`src/rtl/micro_sequencer_pkg.sv`:
```
// Shared definitions for the microprogram sequencer: microword layout,
// branch condition codes, FSM encoding and NOP field values.
package micro_sequencer_pkg;

  localparam int unsigned WORD_W = 29;

  typedef enum logic [1:0] {
    COND_SEQ = 2'b00,
    COND_N   = 2'b01,
    COND_Z   = 2'b10,
    COND_JMP = 2'b11
  } cond_e;

  typedef enum logic [2:0] {
    ST_IDLE,
    ST_FETCH,
    ST_RUN,
    ST_WAIT,
    ST_HALTED
  } state_e;

  // Stage-2 fields; NOP is all zero (C=0 means no register write).
  typedef struct packed {
    logic [3:0] alu;
    logic [1:0] sh;
    logic [5:0] c;
    logic [6:0] t;
  } fields_t;

  localparam fields_t NOP_FIELDS = '0;

  // Microword layout, MSB first: [28] halt, [27:26] cond, [25:19] next, [18:0] fields.
  typedef struct packed {
    logic    halt;
    cond_e   cond;
    logic [6:0] next;
    fields_t fields;
  } uword_t;

endpackage

```
`src/rtl/micro_next_addr.sv`:
```
// Combinational next-microaddress select and stall detection.
module micro_next_addr
  import micro_sequencer_pkg::*;
#(
  parameter int unsigned ADDR_W = 7
) (
  input  logic [ADDR_W-1:0] mpc_i,
  input  cond_e             cond_i,
  input  logic [ADDR_W-1:0] next_i,
  input  logic              flag_n_i,
  input  logic              flag_z_i,
  input  logic              flag_valid_i,
  input  logic              hold_i,
  output logic [ADDR_W-1:0] next_mpc_o,
  output logic              stall_o
);

  logic taken;
  logic hazard;

  // NOTE: every always_comb output gets a default first so no path leaves it unassigned (no latch).
  always_comb begin
    taken = 1'b0;
    unique case (cond_i)
      COND_SEQ: taken = 1'b0;
      COND_N:   taken = flag_n_i;
      COND_Z:   taken = flag_z_i;
      COND_JMP: taken = 1'b1;
    endcase
  end

  assign hazard  = ((cond_i == COND_N) || (cond_i == COND_Z)) && !flag_valid_i;
  assign stall_o = hold_i || hazard;

  // Sequential increment wraps naturally at ADDR_W bits.
  assign next_mpc_o = stall_o ? mpc_i
                    : (taken ? next_i : mpc_i + ADDR_W'(1));

endmodule

```
`src/rtl/micro_sequencer.sv`:
```
// Microprogram sequencer: owns the MPC, drives the control-store address and
// issues one microinstruction per cycle. Optional MICRO_SEQUENCER_STEP_EN adds a `step` input.
module micro_sequencer
  import micro_sequencer_pkg::*;
#(
  parameter int unsigned START_ADDR = 0,
  parameter int unsigned ADDR_W     = 7
) (
  input  logic              clock,
  input  logic              reset_n,
  input  logic              start,
  input  logic              hold,
`ifdef MICRO_SEQUENCER_STEP_EN
  input  logic              step,
`endif
  input  logic              flag_n,
  input  logic              flag_z,
  input  logic              flag_valid,
  output logic [ADDR_W-1:0] cs_addr,
  input  logic [WORD_W-1:0] cs_data,
  output logic [3:0]        alu_out,
  output logic [1:0]        sh_out,
  output logic [5:0]        c_out,
  output logic [6:0]        t_out,
  output logic              valid_out,
  output logic              busy,
  output logic              done
);

  localparam logic [ADDR_W-1:0] START = ADDR_W'(START_ADDR);

  state_e            state_q, state_d;
  logic [ADDR_W-1:0] mpc_q, mpc_d;
  fields_t           fields_q, fields_d;
  logic              valid_q, valid_d;

  uword_t            word;
  logic              run_hold;
  logic [ADDR_W-1:0] next_mpc;
  logic              stall;

  assign word = uword_t'(cs_data);

`ifdef MICRO_SEQUENCER_STEP_EN
  // Without a step pulse, RUN behaves exactly as if held.
  assign run_hold = hold || !step;
`else
  assign run_hold = hold;
`endif

  micro_next_addr #(.ADDR_W(ADDR_W)) u_next_addr (
    .mpc_i        (mpc_q),
    .cond_i       (word.cond),
    .next_i       (ADDR_W'(word.next)),
    .flag_n_i     (flag_n),
    .flag_z_i     (flag_z),
    .flag_valid_i (flag_valid),
    .hold_i       (run_hold),
    .next_mpc_o   (next_mpc),
    .stall_o      (stall)
  );

  always_comb begin
    state_d  = state_q;
    mpc_d    = mpc_q;
    cs_addr  = mpc_q;
    fields_d = NOP_FIELDS;
    valid_d  = 1'b0;
    case (state_q)
      ST_IDLE: begin
        cs_addr = START;
        if (start) begin
          mpc_d   = START;
          state_d = ST_FETCH;
        end
      end
      ST_FETCH: state_d = ST_RUN;
      ST_RUN: begin
        // Priority: hold > halt > flag hazard > issue.
        if (run_hold) begin
          state_d = ST_RUN;
        end else if (word.halt) begin
          state_d = ST_HALTED;
        end else if (stall) begin
          state_d = ST_WAIT;
        end else begin
          fields_d = word.fields;
          valid_d  = 1'b1;
          mpc_d    = next_mpc;
          cs_addr  = next_mpc;
        end
      end
      ST_WAIT: begin
        if (flag_valid && !hold) state_d = ST_RUN;
      end
      ST_HALTED: begin
        if (start) begin
          mpc_d   = START;
          state_d = ST_FETCH;
        end
      end
      default: state_d = ST_IDLE;
    endcase
  end

  // NOTE: sequential state uses non-blocking assignments so all registers update together.
  always_ff @(posedge clock) begin
    if (!reset_n) begin
      state_q  <= ST_IDLE;
      mpc_q    <= START;
      fields_q <= NOP_FIELDS;
      valid_q  <= 1'b0;
    end else begin
      state_q  <= state_d;
      mpc_q    <= mpc_d;
      fields_q <= fields_d;
      valid_q  <= valid_d;
    end
  end

  assign alu_out   = fields_q.alu;
  assign sh_out    = fields_q.sh;
  assign c_out     = fields_q.c;
  assign t_out     = fields_q.t;
  assign valid_out = valid_q;
  assign busy      = (state_q == ST_FETCH) || (state_q == ST_RUN) || (state_q == ST_WAIT);
  assign done      = (state_q == ST_HALTED);

endmodule
```
`config.mk`:
```
export PLATFORM = sky130hd
export DESIGN_NAME = micro_sequencer
export DESIGN_NICKNAME = d
export VERILOG_FILES = /design/src/rtl/micro_sequencer_pkg.sv /design/src/rtl/micro_next_addr.sv /design/src/rtl/micro_sequencer.sv
export SDC_FILE = /design/constraint.sdc
export NUM_CORES = 1
export LEC_CHECK = 0
export BUFFER_PORTS_ARGS = -buffer_cell sky130_fd_sc_hd__buf_2
export CORE_MARGIN = 4
export CORE_UTILIZATION = 43
export CTS_BUF_LIST = sky130_fd_sc_hd__clkbuf_2
export DETAILED_ROUTE_END_ITERATION = 7
export MAX_ROUTING_LAYER = met4
export PLACE_DENSITY_LB_ADDON = 0.25
export SKIP_LAST_GASP = 1
export SLEW_MARGIN = 30
export SYNTH_ARGS = -nofsm -noshare
export SYNTH_HDL_FRONTEND = slang
export SYNTH_HIERARCHICAL = 1
export SYNTH_SLANG_ARGS = --single-unit
```
`constraint.sdc`:
```
create_clock -name clock -period 4 [get_ports clock]
set_input_delay 0.6 -clock clock [delete_from_list [all_inputs] [get_ports clock]]
set_output_delay 0.6 -clock clock [all_outputs]
set_load 0.01 [all_outputs]
```
* Word-level counts from Yosys, hierarchy flattened *
Cells that the tools add are included.
Widths: inputs -> output; s select.

word-level totals
  word-level logic and storage cells = 51
  input port bits = 36
  register bits after elaboration = 30

cells by class
  $add $sub $neg = 1
  reductions and logical operators = 16
  multiplexer cells = 15
  bitwise logic cells = 2
  eq/ne operators = 10

operators with widths
  cell                 number
  $mux 7               5
  $pmux 7 s2           2
  $mux 3               5
  $pmux 3 s4           1
  $add 7x1->7 const B  1
  $eq 3x2->1 const B   2
  $reduce_or 5->1      1
  $eq 2x2->1 const B   2
  $logic_or 1x1->1     4
  $ne 4x4->1 const B   1
  $pmux 1 s4           1
  $reduce_or 4->1      1
  $eq 3x1->1 const B   1
  $eq 3x3->1 const B   1
  $logic_not 3->1      1
  $reduce_and 3->1     1
  $eq 2x1->1 const B   1
  $logic_and 1x1->1    2
  $logic_not 1->1      2
  $logic_not 2->1      1
  $ne 2x1->1 const B   1
  $ne 2x2->1 const B   1
  $not 1->1            2
  $reduce_and 2->1     1
  3 further kinds      3

* Logic depth before layout (Yosys ltp) *
Gate-level depths: netlist (run 1).

  word-level depth = 8
  mapped depth = 9

* Hierarchy *
The synthesis (run 1) kept the hierarchy.

by module, submodules not included
  module           cells an instance  area each (um^2)  instances
  micro_sequencer  107                1,098.6           1
  micro_next_addr  47                 322.8             1

* Worst setup path before layout (run 1) *
OpenSTA, ideal clock, no wires.

  path kind = input port to output port
  from = input port cs_data[26]
  to = output port cs_addr[1]
  path buffers = 1
  required time = 3.400 ns
  setup slack = 0.974 ns
  arrival time = 2.426 ns
  cell stages on the path = 8
  path through = inv_1 -> ha_1 -> a21oi_2 -> inv_2 -> or3_4 -> nor4_4 -> buf_6 -> a22o_2

between the ends
  word-level cells in the longest chain between the ends = 8
  elaborated cells between the ends (all ways) = 13

ends and longest elaborated chain
  element                                          RTL line               source
  from (decl)                                      micro_sequencer.sv:20  input logic [WORD_W-1:0] cs_data,
  $eq 2x1->1 / $eq 2x2->1 (equally long branches)  micro_next_addr.sv:32  assign hazard = ((cond_i == COND_N) || (cond_i == COND_Z)) && !flag_valid_i;
  $logic_or 1x1->1 (*)                             micro_next_addr.sv:32
  $logic_and 1x1->1 (*)                            micro_next_addr.sv:32
  $logic_or 1x1->1 (*)                             micro_next_addr.sv:33  assign stall_o = hold_i || hazard;
  net stall                                        micro_sequencer.sv:40  logic stall;
  $mux 7 (*)                                       micro_sequencer.sv:84  end else if (stall) begin
  $mux 7 (*)                                       micro_sequencer.sv:82  end else if (word.halt) begin
  $mux 7 (*)                                       micro_sequencer.sv:80  if (run_hold) begin
  $pmux 7 s2 (*)                                   micro_sequencer.sv:69  case (state_q)
  to (decl)                                        micro_sequencer.sv:19  output logic [ADDR_W-1:0] cs_addr,

The timed path passes the listed nets; every way through them passes the cells marked *.

* Worst setup path after layout (run 1) *
  from = input port cs_data[26]
  to = output port cs_addr[0]

Same word-level chain as after synthesis.

==> flow_metrics.tcl, run 1 <==
set metrics [dict create \
    path_clk_slew_ns 0.14 \
    floorplan.die_area_um2 4290 \
    hold_buffers 0 \
    cts_resized 0 \
    syn_area_um2 1421 \
    vias_per_cell 5.126 \
    crit_required_ns 3.40 \
    clockRootBuffer "clkbuf_2" \
    synth.net_count 195 \
    cts_made_buffers 5 \
    post-route-period-util 0.8524 \
    clock_latency_ns 0.33 \
    grt_setup_unrepaired "false" \
    path_depth 10 \
    antenna_left 0 \
    synth-seq-cells 30 \
    grt_pass1_wl_mm 5.471 \
    fin_crit_ns 3.410 \
    setup_viol 0 \
    coreArea_um2 3103 \
    synth_compound_gate_area_share 0.2086 \
    hold_viol_final 0 \
    grt_usage 0.1640 \
    initial_core_util 0.4581 \
    grt_pass1_vias 1337 \
    grt_max_degree 38 \
    dpl_cell_area_um2 1739 \
    multi_input_area_um2 729.5 \
    cp_top_family "buffers and inverters" \
    reg2reg_depth 4 \
    hpwlAfterDp_mm 2.523 \
    final.setup.tns_ns 0 \
    fill_cells 330 \
    nets 258 \
    final_area_um2 1778 \
    vdd_ir_drop_max_mv 0.1661 \
    clock_skew_ns 0.01301 \
    syn_to_final_growth_pct 25.09 \
    relSlewSlack 0.5287 \
    diodes 0 \
    syn_inst 154 \
    gp_congestion 0.7756 \
    max_cap_violations 0 \
    status "finished, final reports clean" \
    yosys_warnings 6 \
    arrival_ns 2.81 \
    cts_tree "built" \
    r2r-end "mpc_q[4]" \
    drtIter0Drc 47 \
    vias 1343 \
    path_cells "buf_2 -> inv_1 -> ha_1 -> a21oi_2 -> inv_2 -> or3_4 -> nor4_4 -> buf_4 -> a22o_2 -> buf_2" \
    dieHeight_um 65.50 \
    die_x_um 65.50 \
    syn_area_per_cell_um2 9.230 \
    cp_common_cell "buf_2" \
    cp_slowest_stage_delay_ns 0.44 \
    worst_setup_path_end_kind "primary output" \
    detail_route.first_pass.iterations 4 \
    reg2reg_slack_ns 2.24 \
    synthMuxAreaShare 0.01408 \
    synth_edf_count 0 \
    synthFlopType "dfxtp_1" \
    p_leak_nw 0.9145 \
    rows 20 \
    critPathKind "input port to primary output" \
    p_total_mw 0.5181 \
    grt.overflow.total 0 \
    io_pins 65 \
    yosys.area_share.simple 0.2465 \
    yosysTopAreaCell "dfxtp_1" \
    register_area_um2 600.6 \
    ys_seq_area_frac 0.4225 \
    antenna_found_initial 0 \
    worstMarginPinSlew_ns 0.7027 \
    io_buffers 64 \
    slowest_stage "or3_4" \
    timing.fmax_ghz 0.2933 \
    cts_buffer_depth 2 \
    wl_mm 3.375 \
    synth_xor_area_frac 0 \
    synth_top_family_by_area "simple AND/OR/NAND/NOR gates" \
    drc_errors 0 \
    synth_top_area_share 0.4225 \
    r2r-start "state_q[1]" \
    synth_fa_ha_area_frac 0.04401 \
    cp-start-kind "input port" \
    synthDistinctLibCells 37 \
    async_flop_share 0 \
    path_buf_inv 5 \
    slew_viol_final 0 \
    startpoint "cs_data[26]" \
    cts.sinks 30 \
    htree_levels 2 \
    synth_area_leaders "dfxtp_1 (42%), and3_1 (7.0%), a22o_2 (4.9%)" \
    hold_ws_ns 0.4855 \
    crit_end "cs_addr[0]" \
    drive_above_1_share 0.4083 \
    cts_setup_buffers 0 \
    crit_fanout 35 \
    routedWlPerCell_um 12.88 \
    hold_path_class "input port to register" \
    power.density_nw_per_um2 291.4 \
]
[how the worst min path moves through the flow]
stage / from / end / depth (start not counted)
2_1_floorplan: mpc_q[6] / mpc_q[6] / 2
6_report: cs_data[17] / alu_out[2] / 2
4_1_cts: cs_data[9] / c_out[2] / 2
5_1_grt: cs_data[3] / t_out[3] / 2
3_3_place_gp: mpc_q[5] / mpc_q[5] / 2
3_5_place_dp: mpc_q[5] / mpc_q[5] / 2
[worst register-to-register path: cells and delay by family, from the launching register on]
| kind | cells | cell delay (ns) |
|---|---|---|
| AND/OR/NAND/NOR | 1 | 0.30 |
| flip-flops | 1 | 0.43 |
| AO/OA/AOI/OAI | 3 | 0.91 |
[metal layers]
metal / vias to the layer above / part of all wire / track usage
li1: 686 / - / -
met1: 611 / 0.43 / 0.1850
met2: 44 / 0.50 / 0.2756
met3: 2 / 0.071 / 0.04957
met4: 0 / 0.0047 / 0.05699
met5: - / 0 / -
[synth_stat cells, types with 3 or more instances]
| library cell | count |
|---|---|
| dfxtp_1 | 30 |
| a21oi_1 | 6 |
| inv_1 | 6 |
| clkbuf_1 | 4 |
| and3_1 | 16 |
| nand3_1 | 12 |
| nor3b_1 | 3 |
| a22o_2 | 7 |
| buf_6 | 4 |
| ha_1 | 5 |
| nor2_1 | 6 |
| nand2_1 | 11 |
| and3_2 | 4 |
| o21ai_0 | 9 |
[logic make-up (layout without fill, tap and decap cells)]
kind of cell	count (synthesis)	after routing
buffers and inverters	16	80
AND/OR/NAND/NOR	61	61
flip-flops	30	30
adder cells (fa/ha/maj)	5	5
AO/OA/AOI/OAI	40	40
multiplexers	2	2
[where the power goes]
group / internal, mW / switching (mW) / total, mW
combinational: 0.0324 / 0.0424 / 0.0749
sequential: 0.302 / 0.00410 / 0.306
clock: 0.0431 / 0.0944 / 0.137
[cell usage in the layout, fill, tap and decap left out, types with 2 or more instances in the layout]
cell type	Yosys	final
buf_2	1	64
dfxtp_1	30	30
and3_1	16	16
nand3_1	12	12
nand2_1	11	11
o21ai_0	9	9
a22o_2	7	7
nor2_1	6	6
inv_1	6	6
a21oi_1	6	6
clkbuf_2	0	6
ha_1	5	5
and3_2	4	4
nor3b_1	3	3
and2_1	2	2
a32oi_1	2	2
a2bb2oi_1	2	2
mux2i_1	2	2
o21a_1	2	2
nor3_1	2	2
a31oi_1	2	2
o22a_1	2	2
[state kept, by name, summed over array words and instances, names as in the netlist]
signal and count:
mpc_q 7, t_out 7, sh_out 2, valid_out 1
c_out 6, alu_out 4, state_q 3
[metrics by stage]
step,util,instances,worst slack (ns)
finish,0.5730,262,0.5904
global route,0.5730,262,0.4048
CTS,0.5730,262,0.6094
detailed placement,0.5605,254,0.6139
global placement,0.5605,254,0.6704
floorplan,-,154,0.9736
[cell type report]
| cell class | count | share of cell area |
|---|---|---|
| clock inverter | 2 | 0.004926 |
| sequential | 30 | 0.3378 |
| clock buffer | 6 | 0.01689 |
| tap | 44 | 0.03096 |
| multi-input combinational | 108 | 0.4103 |
| timing repair buffer | 65 | 0.1844 |
| inverter | 7 | 0.01478 |
(Power assumes the default switching activity.)
==> inputs of run 2 (changes only) <==
--- a/config.mk
+++ b/config.mk
@@ -6,9 +6,11 @@
 export NUM_CORES = 1
 export LEC_CHECK = 0
 export BUFFER_PORTS_ARGS = -buffer_cell sky130_fd_sc_hd__buf_2
+export CORE_ASPECT_RATIO = 0.8
 export CORE_MARGIN = 4
 export CORE_UTILIZATION = 43
 export CTS_BUF_LIST = sky130_fd_sc_hd__clkbuf_2
+export CTS_CLUSTER_SIZE = 10
 export DETAILED_ROUTE_END_ITERATION = 7
 export MAX_ROUTING_LAYER = met4
 export PLACE_DENSITY_LB_ADDON = 0.25
==> constraint.sdc (replaced) <==
create_clock -name clock -period 4 [get_ports clock]
set_input_delay 0.6 -clock clock [delete_from_list [all_inputs] [get_ports clock]]
set_output_delay 0.6 -clock clock [all_outputs]
set_load 0.02 [all_outputs]
==> flow_metrics.tcl, run 2 (same netlist as run 1, synthesis figures left out) <==
set metrics [dict create \
    status "finished, final reports clean" \
    wl_mm 3.542 \
    pwr-share-clk 0.275 \
    grt_max_degree 38 \
    dpl_cell_area_um2 1747 \
    hold_buffers 0 \
    fin_util 0.5711 \
    fin_crit_ns 3.520 \
    hold_viol_final 0 \
    vias_per_cell 5.426 \
    final_cell_mix "buf_2 (64), dfxtp_1 (30), and3_1 (16)" \
    grt_pass1_vias 1282 \
    clock_latency_ns 0.37 \
    relSlewSlack 0.4915 \
    hold_path_class "input port to register" \
    combPwrFrac 0.148 \
    drive_above_1_share 0.4083 \
    cp-start-kind "input port" \
    antenna_left 0 \
    final.setup.tns_ns 0 \
    htree_levels 2 \
    floorplan.die_area_um2 4295 \
    max_cap_violations 0 \
    rows 18 \
    grt.overflow.total 0 \
    power.density_nw_per_um2 297.0 \
    grt_pass1_wl_mm 5.299 \
    critPathKind "input port to primary output" \
    gp_congestion 0.8742 \
    p_sw_frac 0.2948 \
    cts_resized 0 \
    path_clk_slew_ns 0.17 \
    layout_commonest_cell "buf_2" \
    switchingPower_mw 0.1565 \
    worst_setup_path_end_kind "primary output" \
    intPower_mw 0.3744 \
    p_total_mw 0.5310 \
    timing.fmax_ghz 0.2841 \
    cts_setup_buffers 0 \
    routedWlPerCell_um 13.73 \
    slew_viol_final 0 \
    vias 1400 \
    cts_tree "built" \
    cp_common_cell "buf_2" \
    drtIter0Drc 88 \
    dieHeight_um 59.43 \
    cts.sinks 30 \
    io_pins 65 \
    arrival_ns 2.92 \
    fin_ws_ns 0.4802 \
    grt_usage 0.1643 \
    crit_required_ns 3.40 \
    slowest_stage "or3_4" \
    drc_errors 0 \
    syn_to_final_growth_pct 25.79 \
    worstMarginPinSlew_ns 0.7581 \
    vdd_ir_drop_max_mv 0.1627 \
    nets 258 \
    power_frac_seq 0.577 \
    antenna_found_initial 0 \
    diodes 0 \
    die_x_um 72.28 \
    p_leak_nw 0.9132 \
    hpwlAfterDp_mm 2.597 \
    cts_buffer_depth 2 \
    clock_skew_ns 0.01687 \
    cp_slowest_stage_delay_ns 0.44 \
    initial_core_util 0.4540 \
    detail_route.first_pass.iterations 6 \
    grt_setup_unrepaired "false" \
    coreArea_um2 3131 \
    crit_fanout 31 \
    final_area_um2 1788 \
    cts_made_buffers 5 \
    post-route-period-util 0.8800 \
    clockRootBuffer "clkbuf_2" \
    setup_viol 0 \
    place_ws_ns 0.5284 \
    path_cells "buf_2 -> inv_1 -> ha_1 -> a21oi_2 -> inv_2 -> or3_4 -> nor4_4 -> buf_12 -> a22o_2 -> buf_2" \
    io_buffers 64 \
]
==> run 2: cell types whose count changed in the layout (fill, tap and decap cells not counted), sizes merged <==
| cell | change |
|---|---|
| clkbuf | -1 |
| clkinvlp | +1 |
==> run 2: per-stage QoR <==
stage | hold slack [ns] | cells
after global routing | 0.4302 | 258
after CTS | 0.4290 | 258
after floorplan | 0.4622 | 154
after detailed placement | 0.4963 | 250
final | 0.4493 | 258
after global placement | 0.4952 | 250
==> run 2: cell type report <==
class,instances,area [µm²]
fill,281,1343
multi-input combinational,108,729.5
sequential,30,600.6
timing repair buffer,65,340.3
tap,40,50.05
inverter,7,26.28
clock buffer,5,25.02
clock inverter,3,16.27
==> run 2: power by group through the flow <==
| stage | clock [mW] | sequential (mW) | combinational (mW) |
|---|---|---|---|
| detailed placement | 0 | 0.312 | 0.0774 |
| finish | 0.146 | 0.306 | 0.0785 |
| global placement | 0 | 0.312 | 0.0754 |
| floorplan | 0 | 0.311 | 0.0509 |
| CTS | 0.152 | 0.306 | 0.0778 |
| global route | 0.160 | 0.307 | 0.0864 |
==> run 2: worst paths after layout <==
check / end / cells after the start / from / slack (ns)
worst min register to register: mpc_q[5] / 2 / mpc_q[5] / 0.52
worst max-delay path: cs_addr[4] / 10 / cs_data[26] / 0.48
worst max register to register: mpc_q[2] / 4 / state_q[1] / 2.19
worst min-delay path: alu_out[1] / 2 / cs_data[16] / 0.45
==> run 2: layer usage <==
metal / global-route usage / share of wire / wire length [µm] / up-vias
li1: - / - / - / 687
met1: 0.1818 / 0.43 / 1519 / 635
met2: 0.2711 / 0.47 / 1668 / 70
met3: 0.05424 / 0.088 / 313 / 8
met4: 0.07239 / 0.012 / 41 / 0
met5: - / 0 / 0 / -
==> run 2: critical path, delay by kind of cell <==
kind / cells / cell delay, ns
and+or+nand+nor: 2 / 0.78
buffers and inverters: 5 / 0.69
AOI/OAI and AO/OA: 2 / 0.54
adders and majority gates: 1 / 0.30
